<file path="src/rtl/conv_stream_host.sv">
// Stream host for a conv engine: buffers one input vector, streams it to the engine
// over valid/ready, captures the engine's results and reports the run length in cycles.
//
// state | meaning
// IDLE  | host loads xbuf; start accepted once the vector is complete
// SEND  | streaming xbuf to the engine, Y beats captured as they arrive
// RECV  | all X sent, waiting for the remaining Y beats
// DONE  | results readable via rd_addr/rd_data until ack
module conv_stream_host #(
    parameter int T       = 16,
    parameter int X_COUNT = 32,
    parameter int F_COUNT = 10,
    parameter int Y_COUNT = X_COUNT - F_COUNT + 1,
    parameter int ADDR_X  = $clog2(X_COUNT),
    parameter int ADDR_Y  = $clog2(Y_COUNT),
    parameter int CYC_W   = 16
) (
    input  logic              clk,
    input  logic              reset,
    input  logic [T-1:0]      ld_data,
    input  logic              ld_valid,
    output logic              ld_ready,
    input  logic              start,
    input  logic              ack,
    output logic [T-1:0]      m_data_out_x,
    output logic              m_valid_x,
    input  logic              m_ready_x,
    input  logic [T-1:0]      s_data_in_y,
    input  logic              s_valid_y,
    output logic              s_ready_y,
    input  logic [ADDR_Y-1:0] rd_addr,
    output logic [T-1:0]      rd_data,
    output logic              busy,
    output logic              done,
    output logic [CYC_W-1:0]  cyc_count
);
    localparam int LDW = $clog2(X_COUNT + 1);
    localparam int RXW = $clog2(Y_COUNT + 1);
    localparam logic [LDW-1:0]    LD_FULL = LDW'(X_COUNT);
    localparam logic [ADDR_X-1:0] TX_LAST = ADDR_X'(X_COUNT - 1);
    localparam logic [RXW-1:0]    RX_FULL = RXW'(Y_COUNT);
    localparam logic [RXW-1:0]    RX_LAST = RXW'(Y_COUNT - 1);
    localparam logic [ADDR_Y:0]   RD_LIM  = (ADDR_Y + 1)'(Y_COUNT);
    localparam logic [CYC_W-1:0]  CYC_MAX = '1;

    typedef enum logic [1:0] {IDLE, SEND, RECV, DONE} state_t;

    state_t            state, state_nx;
    logic [LDW-1:0]    ld_cnt;
    logic [ADDR_X-1:0] tx_idx;
    logic [RXW-1:0]    rx_idx;
    logic [T-1:0]      xbuf [X_COUNT];
    logic [T-1:0]      ybuf [Y_COUNT];

    logic ld_fire, x_fire, y_fire, x_last, rx_full_nx, start_ok;

    assign ld_fire    = ld_valid & ld_ready;
    assign x_fire     = m_valid_x & m_ready_x;
    assign y_fire     = s_valid_y & s_ready_y;
    assign x_last     = x_fire && (tx_idx == TX_LAST);
    // Counts the Y beat landing this cycle, so the last X and last Y can coincide.
    assign rx_full_nx = (rx_idx == RX_FULL) || (y_fire && (rx_idx == RX_LAST));
    assign start_ok   = (state == IDLE) && start && (ld_cnt == LD_FULL);

    always_ff @(posedge clk) begin
        if (reset) state <= IDLE;
        else       state <= state_nx;
    end

    always_comb begin
        state_nx = state;
        case (state)
            IDLE: if (start_ok) state_nx = SEND;
            SEND: if (x_last) state_nx = rx_full_nx ? DONE : RECV;
            RECV: if (rx_full_nx) state_nx = DONE;
            DONE: if (ack) state_nx = IDLE;
            default: state_nx = IDLE;
        endcase
    end

    always_comb begin
        ld_ready  = 1'b0;
        m_valid_x = 1'b0;
        s_ready_y = 1'b0;
        busy      = 1'b0;
        done      = 1'b0;
        case (state)
            IDLE: ld_ready = (ld_cnt < LD_FULL);
            SEND: begin
                m_valid_x = 1'b1;
                busy      = 1'b1;
                s_ready_y = (rx_idx < RX_FULL);
            end
            RECV: begin
                busy      = 1'b1;
                s_ready_y = (rx_idx < RX_FULL);
            end
            DONE: done = 1'b1;
            default: ;
        endcase
    end

    assign m_data_out_x = m_valid_x ? xbuf[tx_idx] : '0;
    assign rd_data      = ({1'b0, rd_addr} < RD_LIM) ? ybuf[rd_addr] : '0;

    always_ff @(posedge clk) begin
        if (reset) begin
            ld_cnt    <= '0;
            tx_idx    <= '0;
            rx_idx    <= '0;
            cyc_count <= '0;
        end else begin
            if (ld_fire) ld_cnt <= ld_cnt + 1'b1;
            if (state == DONE && ack) ld_cnt <= '0;
            if (start_ok) begin
                tx_idx    <= '0;
                rx_idx    <= '0;
                cyc_count <= '0;
            end
            if (x_fire) tx_idx <= tx_idx + 1'b1;
            if (y_fire) rx_idx <= rx_idx + 1'b1;
            if (busy && cyc_count != CYC_MAX) cyc_count <= cyc_count + 1'b1;
        end
    end

    // Buffers hold their contents across reset; writes are only blocked while it is asserted.
    always_ff @(posedge clk) begin
        if (!reset) begin
            if (ld_fire) xbuf[ld_cnt[ADDR_X-1:0]] <= ld_data;
            if (y_fire)  ybuf[rx_idx[ADDR_Y-1:0]] <= s_data_in_y;
        end
    end
endmodule
</file>
<file path="config.mk">
export PLATFORM = sky130hd
export DESIGN_NAME = conv_stream_host
export DESIGN_NICKNAME = d
export VERILOG_FILES = /design/src/rtl/conv_stream_host.sv
export SDC_FILE = /design/constraint.sdc
export NUM_CORES = 1
export LEC_CHECK = 0
export CORE_MARGIN = 2
export CORE_UTILIZATION = 50
export DETAILED_ROUTE_END_ITERATION = 16
export DONT_BUFFER_PORTS = 1
export SLEW_MARGIN = 20
export SYNTH_ARGS = -nofsm -noshare
export SYNTH_HDL_FRONTEND = slang
export SYNTH_SLANG_ARGS = --single-unit
</file>
<file path="constraint.sdc">
create_clock -name clk -period 5.77 [get_ports clk]
set_input_delay 0.577 -clock clk [delete_from_list [all_inputs] [get_ports clk]]
set_output_delay 0.577 -clock clk [all_outputs]
set_load 0.01 [all_outputs]
</file>
* After elaboration in Yosys (flattened, before gate mapping) *
Memory sizes are Yosys's and may differ from the RTL's. A register that Yosys moved wholly into a read port is not among the register bits.
Index checks and enable logic that the tools add are counted.

word-level totals
  bits in registers = 34
  bits in latches = 0
  bits in writable memories = 880
  bits in read-only memories = 0
  output and inout bits = 53
  memories kept = 2

memory list
  name  words  width  rd ports  clocked after memory_dff  write ports  line  source
  xbuf  32     16     1         1                         1            52    logic [T-1:0] xbuf [X_COUNT];
  ybuf  23     16     1         0                         1            53    logic [T-1:0] ybuf [Y_COUNT];

operators by class
  add/sub/neg operators = 4
  $mul = 0
  div/mod/pow operators = 0
  order comparisons = 3
  equal/unequal tests = 12
  shifts and indexed selects = 0
  mux-type cells = 26
  bitwise logic cells = 3
  reduce and logical (&&, ||, !) cells = 14

operators by type and width
  cell                                                                   number
  16-bit 2-to-1 mux                                                      4
  5-bit 2-to-1 mux                                                       5
  16-bit by 1-bit adder with 16-bit output, second input constant        1
  16-bit inequality test, second input constant                          1
  5-bit equality test, second input constant                             3
  1-bit 2-to-1 mux                                                       12
  5-bit by 1-bit adder with 5-bit output, second input constant          2
  5-bit less-than comparator, second input constant                      2
  2-bit 2-to-1 mux                                                       4
  2-bit inequality test, second input constant                           4
  2-bit one-hot mux with 4 select lines                                  1
  6-bit by 1-bit adder with 6-bit output, second input constant          1
  6-bit equality test, second input constant                             1
  1-bit logical AND                                                      6
  6-bit less-than comparator, second input constant                      1
  2-bit nonzero test                                                     3
  2-bit equality test, second input constant                             2
  4-bit AND reduction                                                    1
  2-bit OR reduction                                                     2
  1-bit bitwise AND                                                      3
  2-bit by 1-bit equality test with 1-bit output, second input constant  1
  2-bit logical NOT                                                      1
  1-bit logical OR                                                       1

* Longest topological paths before layout *
Gate-level depths: netlist (run 1).

  depth after elaboration = 9
  mapped depth = 8

* Worst setup path before layout (run 1) *
Ideal clock, no wire load.

  path type = register -> register
  start point = reg state[1]
  end point = mem ybuf[22][0] (enable)
  arrival = 3157 ps
  required time = 5334 ps
  setup slack = 2177 ps
  cell stages (with the launch flop) = 7
  path buffers = 0
  period minus slack after synthesis = 3593 ps
  cell sequence = dfxtp_1 -> inv_1 -> ha_1 -> inv_1 -> a21oi_1 -> nand2_1 -> nor4b_1

between the ends
  word-level cells in the longest chain between the ends = 7
  elaborated cells on any way between the ends = 8
  classes of those cells = eq/ne: 2; mux: 4; bitwise: 1; reduce/logical: 1

ends and longest elaborated chain
  what                                                                                   line  source
  start, declared                                                                        48    state_t state, state_nx;
  start signal, assigned                                                                 67    else state <= state_nx;
  2-bit equality test or 2-bit by 1-bit equality test with 1-bit output (tied branches)  87    case (state)
  2-bit OR reduction (no line) (*)                                                       -
  1-bit 2-to-1 mux (*)                                                                   -
  via s_ready_y                                                                          30    output logic s_ready_y,
  1-bit bitwise AND (*)                                                                  59    assign y_fire = s_valid_y & s_ready_y;
  1-bit 2-to-1 mux (*)                                                                   130   if (y_fire) ybuf[rx_idx[ADDR_Y-1:0]] <= s_data_in_y;
  1-bit 2-to-1 mux (*)                                                                   128   if (!reset) begin
  1-bit 2-to-1 mux (implied by the code) (*)                                             130
  end, declared                                                                          53

Mark *: on every way through the listed nets, which the timed path passes. The rest lies on a longest branch.

==> results_dict.tcl, run 1 <==
set metrics [dict create \
    final_antenna_net_count 0 \
    rsz0062_at_grt "no" \
    drc 0 \
    wl_met3_um 5747 \
    die_h_um 271.6 \
    hold_path_class "in -> reg" \
    max_freq_mhz 250.2 \
    criticalPathCategory "reg -> out" \
    ys_ff_latch 919 \
    path_cells "buf_12, mux4_2, mux4_2, inv_1, a221oi_1" \
    layout_commonest_cell "edfxtp_1" \
    track_usage_pct 23.64 \
    drt-initial-drc-count 1845 \
    period_share_pct 69.28 \
    syn-cell-area_um2 35820 \
    vias 17230 \
    top_layer "met4" \
    grt_pass1_vias 17310 \
    yosys-top-cells-area "edfxtp_1 74%, mux4_2 14%, dfxtp_1 2.2%" \
    grt_start_max_net_pins 99 \
    ys_seq_area_share_pct 75.96 \
    crit_buf_inv 2 \
    cts_buffers 94 \
    cp_slowest_stage_delay_ns 0.80 \
    cts.path.max_buffers 3 \
    ys_async_sr_fraction_pct 0 \
    antenna_found_initial 6 \
    die_area_um2 73790 \
    fin_tns_setup_ns 0 \
    clock_latency_ns 0.64 \
    synth_area_leader_cell "edfxtp_1" \
    ioPinCount 97 \
    utilization_pct 56.95 \
    multi_input_area_um2 8177 \
    cts_tree "yes" \
    synth.distinct_cells 54 \
    cts_max_level 3 \
    core_um2 71240 \
    cts_num_sinks 919 \
    fillers 5203 \
    syn_to_final_growth_pct 13.29 \
    cp_max_fo 69 \
    finalCriticalPeriod_ns 3.997 \
    yosysWarnings 0 \
    synth_ff_type "edfxtp_1" \
    synth-edff-count 880 \
    crit_top_cell "mux4_2" \
    drv_cap 0 \
    final-setup-viol-count 0 \
    max_slew_margin_pct 32.12 \
    io_buffers 0 \
    crit_path_start_kind "flop" \
    rows 98 \
    grt_pass1_wl_um 124000 \
    viasPerCell 6.065 \
    finalHoldViolCount 0 \
    syn_area_per_cell_um2 20.82 \
    ir_drop_mv 0.2854 \
    power_mw 14.02 \
    power.density_nw_per_um2 345.6 \
    yosysTopAreaCellShare_pct 73.78 \
    final_nets 1876 \
    cpLargestDelayFamily "flip-flops" \
    status "complete, no violations" \
    globalRoute.totalOverflow 0 \
    hpwl_um 48130 \
    ctsRootBufferMaster "clkbuf_16" \
    reg2reg_from "state[0]" \
    drt-met1-wl_um 34380 \
    crit_required_ns 5.19 \
    skew_ns 0.02075 \
    cpMaxStageDelayCell "dfxtp_4" \
    drive_gt1_share_pct 23.96 \
    die_width_um 271.6 \
    syn_nets 1780 \
    layout.cells.most_common_list "880 x edfxtp_1, 225 x mux4_2, 96 x clkbuf_16" \
    slew_violations 0 \
    postSynthCellCount 1720 \
    seqCellArea_um2 27220 \
    start_util_pct 50.27 \
    drt-pass1-iter-count 5 \
    num_antenna_cells 0 \
    hp-start "reset" \
    dr_wl_met2_um 43620 \
    routedWlPerCell_um 30.39 \
    clkTransAtPathRegs_ns 0.06 \
    p_leak_nw 12.34 \
    cts_resized 0 \
    holdWs_ns 0.04003 \
    gp_congestion 0.8822 \
    crit_arrival_ns 3.42 \
    worst_setup_path_end_kind "output pin" \
    wl_um 86320 \
    tightest_slew_ns 1.015 \
]
==> cell families (layout without fill, tap and decap cells) <==
group / Yosys count / count (layout) / share of synthesized area, %
AO/OA/AOI/OAI: 151 / 151 / 2.949
XOR/XNOR: 3 / 3 / 0.07338
adder cells (fa/ha/maj): 16 / 16 / 0.5589
buffers and inverters: 121 / 292 / 1.492
flip-flops: 919 / 919 / 75.96
multiplexers: 292 / 292 / 16.07
AND/OR/NAND/NOR: 218 / 218 / 2.900
==> path summary, 6_finish.rpt <==
path                            depth (start not counted)              end  slack (ns)
worst max-delay path                                    5  m_data_out_x[1]        1.77
worst min-delay path                                    1        tx_idx[3]        0.04
worst max register to register                          7       ybuf[9][1]        1.81
worst min register to register                          2             flop        0.52
==> Yosys cell counts, types with 5 or more instances <==
library cell,number
mux4_2,225
o21ai_0,41
nand3_1,30
inv_1,29
nand3b_1,6
and3_1,7
nor2b_1,7
edfxtp_1,880
buf_2,30
buf_4,5
mux2_2,13
mux2i_1,54
dfxtp_1,39
a31oi_1,9
ha_1,16
clkbuf_1,47
a21oi_1,18
o221ai_1,16
buf_1,7
o211ai_1,18
a211oi_1,5
a221oi_1,29
or3_2,5
nor2_1,76
or3_1,7
nand2_1,53
==> stage by stage <==
stage | std cells | setup WS (ns) | cell area [µm²]
2_1_floorplan | 1720 | 2.177 | 35820
3_3_place_gp | 2603 | 1.928 | 36900
3_5_place_dp | 2603 | 1.829 | 36900
4_1_cts | 2831 | 1.736 | 40480
5_1_grt | 2841 | 1.510 | 40580
6_report | 2841 | 1.773 | 40580
==> flip-flops by register name (all words and copies together) (netlist names), named ones only <==
name / count
rx_idx: 5
xbuf: 512
cyc_count: 16
tx_idx: 5
ld_cnt: 6
ybuf: 368
state: 2
==> layout make-up <==
type,count,area share [%]
Tap cell,950,2.929
Inverter,29,0.2683
Sequential cell,919,67.08
Timing Repair Buffer,92,2.189
Clock inverter,52,1.200
Clock buffer,119,6.183
Multi-Input combinational cell,680,20.15
==> routing by layer <==
metal	vias to the layer above	global-route usage [%]
met5	-	0
met4	0	7.157
met3	125	5.139
met2	616	39.12
met1	9105	31.75
li1	7385	-
==> what timing repair did <==
item,4_1_cts,5_1_grt
setup buffers,0,0
hold buffers,57,10
hold endpoints to repair,456,25
==> report_power, final <==
| part | total [mW] | switching (mW) | internal (mW) |
|---|---|---|---|
| sequential | 7.39 | 0.0369 | 7.35 |
| combinational | 0.769 | 0.455 | 0.313 |
| clock | 5.87 | 2.48 | 3.40 |
| total | 14.0 | 2.97 | 11.1 |
No activity file was read; power rests on OpenSTA's default activity.
==> run 2: changes to the inputs <==
--- a/config.mk
+++ b/config.mk
@@ -9,6 +9,7 @@
 export CORE_UTILIZATION = 50
 export DETAILED_ROUTE_END_ITERATION = 16
 export DONT_BUFFER_PORTS = 1
+export PLACE_DENSITY = 0.68
 export SLEW_MARGIN = 20
 export SYNTH_ARGS = -nofsm -noshare
 export SYNTH_HDL_FRONTEND = slang
==> constraint.sdc (replaced) <==
create_clock -name clk -period 3.5 [get_ports clk]
set_input_delay 0.35 -clock clk [delete_from_list [all_inputs] [get_ports clk]]
set_output_delay 0.35 -clock clk [all_outputs]
set_load 0.01 [all_outputs]
==> results_dict.tcl, run 2 (same netlist as run 1, synthesis figures left out) <==
set metrics [dict create \
    min_delay_path_depth 3 \
    criticalPathCategory "reg -> out" \
    place_ws_ns 0.4078 \
    fin_tns_setup_ns 0 \
    final_nets 1924 \
    gp_congestion 0.8192 \
    max_freq_mhz 295.9 \
    hp-start "s_valid_y" \
    clkTransAtPathRegs_ns 0.06 \
    tightest_slew_ns 0.8963 \
    finalHoldViolCount 0 \
    rows 98 \
    routedWlPerCell_um 28.29 \
    die_area_um2 73790 \
    worst_slack_ns 0.1210 \
    cts_buffers 91 \
    grt_pass1_wl_um 120900 \
    min_to "rx_idx[2]" \
    syn_to_final_growth_pct 14.96 \
    max_slew_margin_pct 40.05 \
    cts.path.max_buffers 3 \
    drt-pass1-iter-count 5 \
    ioPinCount 97 \
    cp_max_fo 17 \
    p_leak_nw 12.80 \
    crit_arrival_ns 3.03 \
    crit_path_start_kind "flop" \
    utilization_pct 57.79 \
    slew_violations 0 \
    largest_reg_flops 512 \
    final_antenna_net_count 0 \
    grt_pass1_vias 17890 \
    die_h_um 271.6 \
    start_util_pct 50.27 \
    viasPerCell 6.162 \
    rsz0062_at_grt "yes" \
    drv_cap 0 \
    crit_required_ns 3.15 \
    vias 17830 \
    worstRegToRegCells 8 \
    reg2reg_from "state[0]" \
    final-setup-viol-count 0 \
    hpwl_um 48160 \
    hold_path_class "in -> reg" \
    drive_gt1_share_pct 27.25 \
    antenna_found_initial 2 \
    core_um2 71240 \
    globalRoute.totalOverflow 0 \
    finalCriticalPeriod_ns 3.379 \
    ctsRootBufferMaster "clkbuf_16" \
    drt-initial-drc-count 2256 \
    grt_start_max_net_pins 99 \
    status "complete, no violations" \
    drc 0 \
    wl_um 81880 \
    period_share_pct 96.54 \
    io_buffers 0 \
    reg2reg_to "xbuf[3][7]" \
    worst_setup_path_end_kind "output pin" \
    skew_ns 0.04342 \
    track_usage_pct 22.36 \
    cts_num_sinks 919 \
    layout.cells.most_common_list "880 x edfxtp_1, 225 x mux4_2, 92 x clkbuf_16" \
    die_width_um 271.6 \
    layout_commonest_cell "edfxtp_1" \
    cts_tree "yes" \
    power.density_nw_per_um2 578.8 \
    regToRegSetupSlack_ns 0.52 \
    cts_max_level 3 \
    clock_latency_ns 0.65 \
    ir_drop_mv 0.5678 \
]
## run 2: how the worst max path moves through the flow
stage | start | end | slack (ns) | cells after the start
floorplan | state[1] | ybuf[20][0] | 0.45 | 7
global placement | flop | m_data_out_x[6] | 0.28 | 6
detailed placement | flop | m_data_out_x[6] | 0.41 | 6
CTS | flop | m_data_out_x[4] | 0.01 | 5
global route | flop | m_data_out_x[4] | -0.02 | 5
finish | flop | m_data_out_x[4] | 0.12 | 5
## run 2: area by class of cell
cell class              count  area, µm²
diodes                      3      7.507
clock buffers             112       2407
clock inverters            58      789.5
fillers                  5111      30070
inverters                  29      108.9
multi-input cells         680       8147
flip-flops and latches    919      27220
well taps                 950       1189
repair buffers            143       1306
## run 2: timing repair
item | in CTS | in global routing
resized for setup | 1 | 2
pin swaps | 0 | 0
buffers inserted | 1 | 0
setup endpoints to repair | 13 | 2
hold buffers | 45 | 0
endpoints found under the hold margin | 919 | 0
## run 2: layer usage
metal | share of wire [%] | up-vias | global-route usage [%] | routed length, µm
li1 | - | 7466 | - | -
met2 | 50 | 823 | 36.31 | 40570
met1 | 40 | 9422 | 31.40 | 32670
met3 | 8.5 | 123 | 4.706 | 6964
met4 | 2.0 | 0 | 5.393 | 1678
met5 | 0 | - | 0 | 0
## run 2: worst max-delay path, stage by stage, from the launching register on
cell	delay, ns
dfxtp_4	0.60
buf_4	0.37
mux4_2	0.53
mux2i_1	0.42
a221oi_1	0.22
buf_4	0.20
## run 2: per-stage QoR
stage | area [µm²] | hold slack, ns | instances | power (mW)
after floorplan | 35820 | 0.4489 | 1720 | 13.23
after global placement | 37470 | 0.4365 | 2675 | 13.51
after detailed placement | 37470 | 0.4338 | 2675 | 13.53
after CTS | 41210 | 0.0002707 | 2891 | 24.00
after global routing | 41170 | 0.03338 | 2891 | 24.50
final | 41170 | 0.03542 | 2894 | 23.83
## run 2: where the power goes
part	total, mW	leakage (nW)	internal (mW)	switching [mW]
clock	10.3	1.55	6.18	4.13
combinational	1.35	3.03	0.572	0.781
sequential	12.2	8.23	12.1	0.0534
==> run 3: changes to the inputs <==
--- a/config.mk
+++ b/config.mk
@@ -5,12 +5,12 @@
 export SDC_FILE = /design/constraint.sdc
 export NUM_CORES = 1
 export LEC_CHECK = 0
+export ABC_CLOCK_PERIOD_IN_PS = 3500
 export CORE_MARGIN = 2
 export CORE_UTILIZATION = 50
 export DETAILED_ROUTE_END_ITERATION = 16
 export DONT_BUFFER_PORTS = 1
 export PLACE_DENSITY = 0.68
-export SLEW_MARGIN = 20
 export SYNTH_ARGS = -nofsm -noshare
 export SYNTH_HDL_FRONTEND = slang
 export SYNTH_SLANG_ARGS = --single-unit
==> results_dict.tcl, run 3 (same netlist as run 1, synthesis figures left out) <==
set metrics [dict create \
    hold_path_class "in -> reg" \
    grt_pass1_wl_um 120900 \
    cpMaxStageDelayCell "dfxtp_4" \
    ctsRootBufferMaster "clkbuf_16" \
    hpwl_um 48160 \
    rows 98 \
    power_frac_seq_pct 51.0 \
    worst_slack_ns 0.1067 \
    crit_buf_inv 2 \
    track_usage_pct 22.36 \
    slew_violations 0 \
    place_ws_ns 0.4078 \
    min_delay_path_depth 3 \
    final_nets 1924 \
    routedWlPerCell_um 28.40 \
    dpl_cell_area_um2 37470 \
    clkTransAtPathRegs_ns 0.06 \
    min_to "rx_idx[2]" \
    cp_max_fo 17 \
    cpLargestDelayFamily "multiplexers" \
    grt_start_max_net_pins 99 \
    ioPinCount 97 \
    regToRegSetupSlack_ns 0.52 \
    fillers 5107 \
    finalCriticalPeriod_ns 3.393 \
    hp-start "s_valid_y" \
    worst_setup_path_end_kind "output pin" \
    max_freq_mhz 294.7 \
    grt_pass1_vias 17890 \
    drive_gt1_share_pct 26.74 \
    period_share_pct 96.95 \
    final_antenna_net_count 0 \
    power.switching_mw 4.963 \
    vias 17840 \
    drv_cap 0 \
    die_area_um2 73790 \
    cp_slowest_stage_delay_ns 0.60 \
    drt-initial-drc-count 2218 \
    syn_to_final_growth_pct 15.08 \
    cts.path.max_buffers 3 \
    core_um2 71240 \
    clock_latency_ns 0.65 \
    gp_congestion 0.8192 \
    max_slew_margin_pct 16.70 \
    drt-pass1-iter-count 5 \
    skew_ns 0.04394 \
    cts_buffers 91 \
    power_frac_clock_pct 43.3 \
    internal_power_mw 18.87 \
    layout_commonest_cell "edfxtp_1" \
    layout.cells.most_common_list "880 x edfxtp_1, 225 x mux4_2, 92 x clkbuf_16" \
    fin_area_um2 41220 \
    io_buffers 0 \
    cts_num_sinks 919 \
    finalHoldViolCount 0 \
    largest_reg_flops 512 \
    antenna_found_initial 2 \
    rsz0062_at_grt "yes" \
    swShare_pct 20.82 \
    crit_path_start_kind "flop" \
    cts_tree "yes" \
    globalRoute.totalOverflow 0 \
    cts_max_level 3 \
    die_width_um 271.6 \
    crit_arrival_ns 3.04 \
    crit_top_cell "buf_4" \
    ir_drop_mv 0.5661 \
    die_h_um 271.6 \
    viasPerCell 6.168 \
    reg2reg_from "state[0]" \
    status "complete, no violations" \
    crit_required_ns 3.15 \
    drc 0 \
    worstRegToRegCells 8 \
    start_util_pct 50.27 \
    wl_um 82130 \
    tightest_slew_ns 1.245 \
    criticalPathCategory "reg -> out" \
    power.density_nw_per_um2 578.3 \
    final-setup-viol-count 0 \
    comb_power_share_pct 5.7 \
    utilization_pct 57.86 \
    path_cells "buf_4, mux4_2, mux2i_1, a221oi_1, buf_4" \
    holdWs_ns 0.03514 \
    p_leak_nw 12.81 \
    reg2reg_to "xbuf[5][12]" \
]
==> run 3: cell types whose count changed in the layout (fill, tap and decap cells not counted) <==
cell and delta:
dlygate4sd3_1 +10, diode_2 -2, buf_2 -10
==> run 3: cell type report <==
class / count / area (µm²) / area share, %
Timing Repair Buffer: 143 / 1356 / 3.291
Tap cell: 950 / 1189 / 2.884
Inverter: 29 / 108.9 / 0.2641
Sequential cell: 919 / 27220 / 66.04
Clock buffer: 112 / 2407 / 5.840
Clock inverter: 58 / 789.5 / 1.915
Multi-Input combinational cell: 680 / 8147 / 19.76
Antenna cell: 1 / 2.502 / 0.006071
==> run 3: worst reg2reg max path, delay by kind of cell, from the launching register on <==
kind                     cells  cell delay, ns
AND/OR/NAND/NOR              5            1.48
flip-flops                   1            0.33
buffers and inverters        2            0.51
adder cells (fa/ha/maj)      1            0.28
==> run 3: metrics by stage <==
step	TNS, ns	std cells	power [mW]
after floorplan	0	1720	13.23
after global placement	0	2675	13.51
after detailed placement	0	2675	13.53
after CTS	0	2891	24.00
after global routing	-0.02015	2891	24.51
final	0	2892	23.84
==> run 3: power groups by stage <==
stage	Sequential (mW)	Clock (mW)	Combinational (mW)
floorplan	12.4	0	0.855
global placement	12.4	0	1.10
detailed placement	12.4	0	1.12
CTS	12.2	10.5	1.36
global route	12.2	10.9	1.45
finish	12.2	10.3	1.35
==> run 3: timing repair <==
| action | 4_1_cts | 5_1_grt |
|---|---|---|
| setup buffers | 1 | 0 |
| endpoints found under the hold margin | 919 | 0 |
| resized for setup | 1 | 2 |
| setup endpoints to repair | 13 | 2 |
| hold buffers | 45 | 0 |
| gates cloned | 0 | 0 |
==> run 3: worst max path at each step <==
stage	from	to	slack, ns	cells past startpoint
after global routing	flop	m_data_out_x[4]	-0.02	5
after floorplan	state[1]	ybuf[20][0]	0.45	7
after CTS	flop	m_data_out_x[4]	0.01	5
after detailed placement	flop	m_data_out_x[6]	0.41	6
final	flop	m_data_out_x[4]	0.11	5
after global placement	flop	m_data_out_x[6]	0.28	6
==> run 3: layer usage <==
layer | GRT usage, % | up-vias | part of all wire (%)
li1 | - | 7469 | -
met1 | 31.40 | 9423 | 40
met2 | 36.31 | 831 | 49
met3 | 4.706 | 114 | 8.4
met4 | 5.393 | 0 | 2.0
met5 | 0 | - | 0
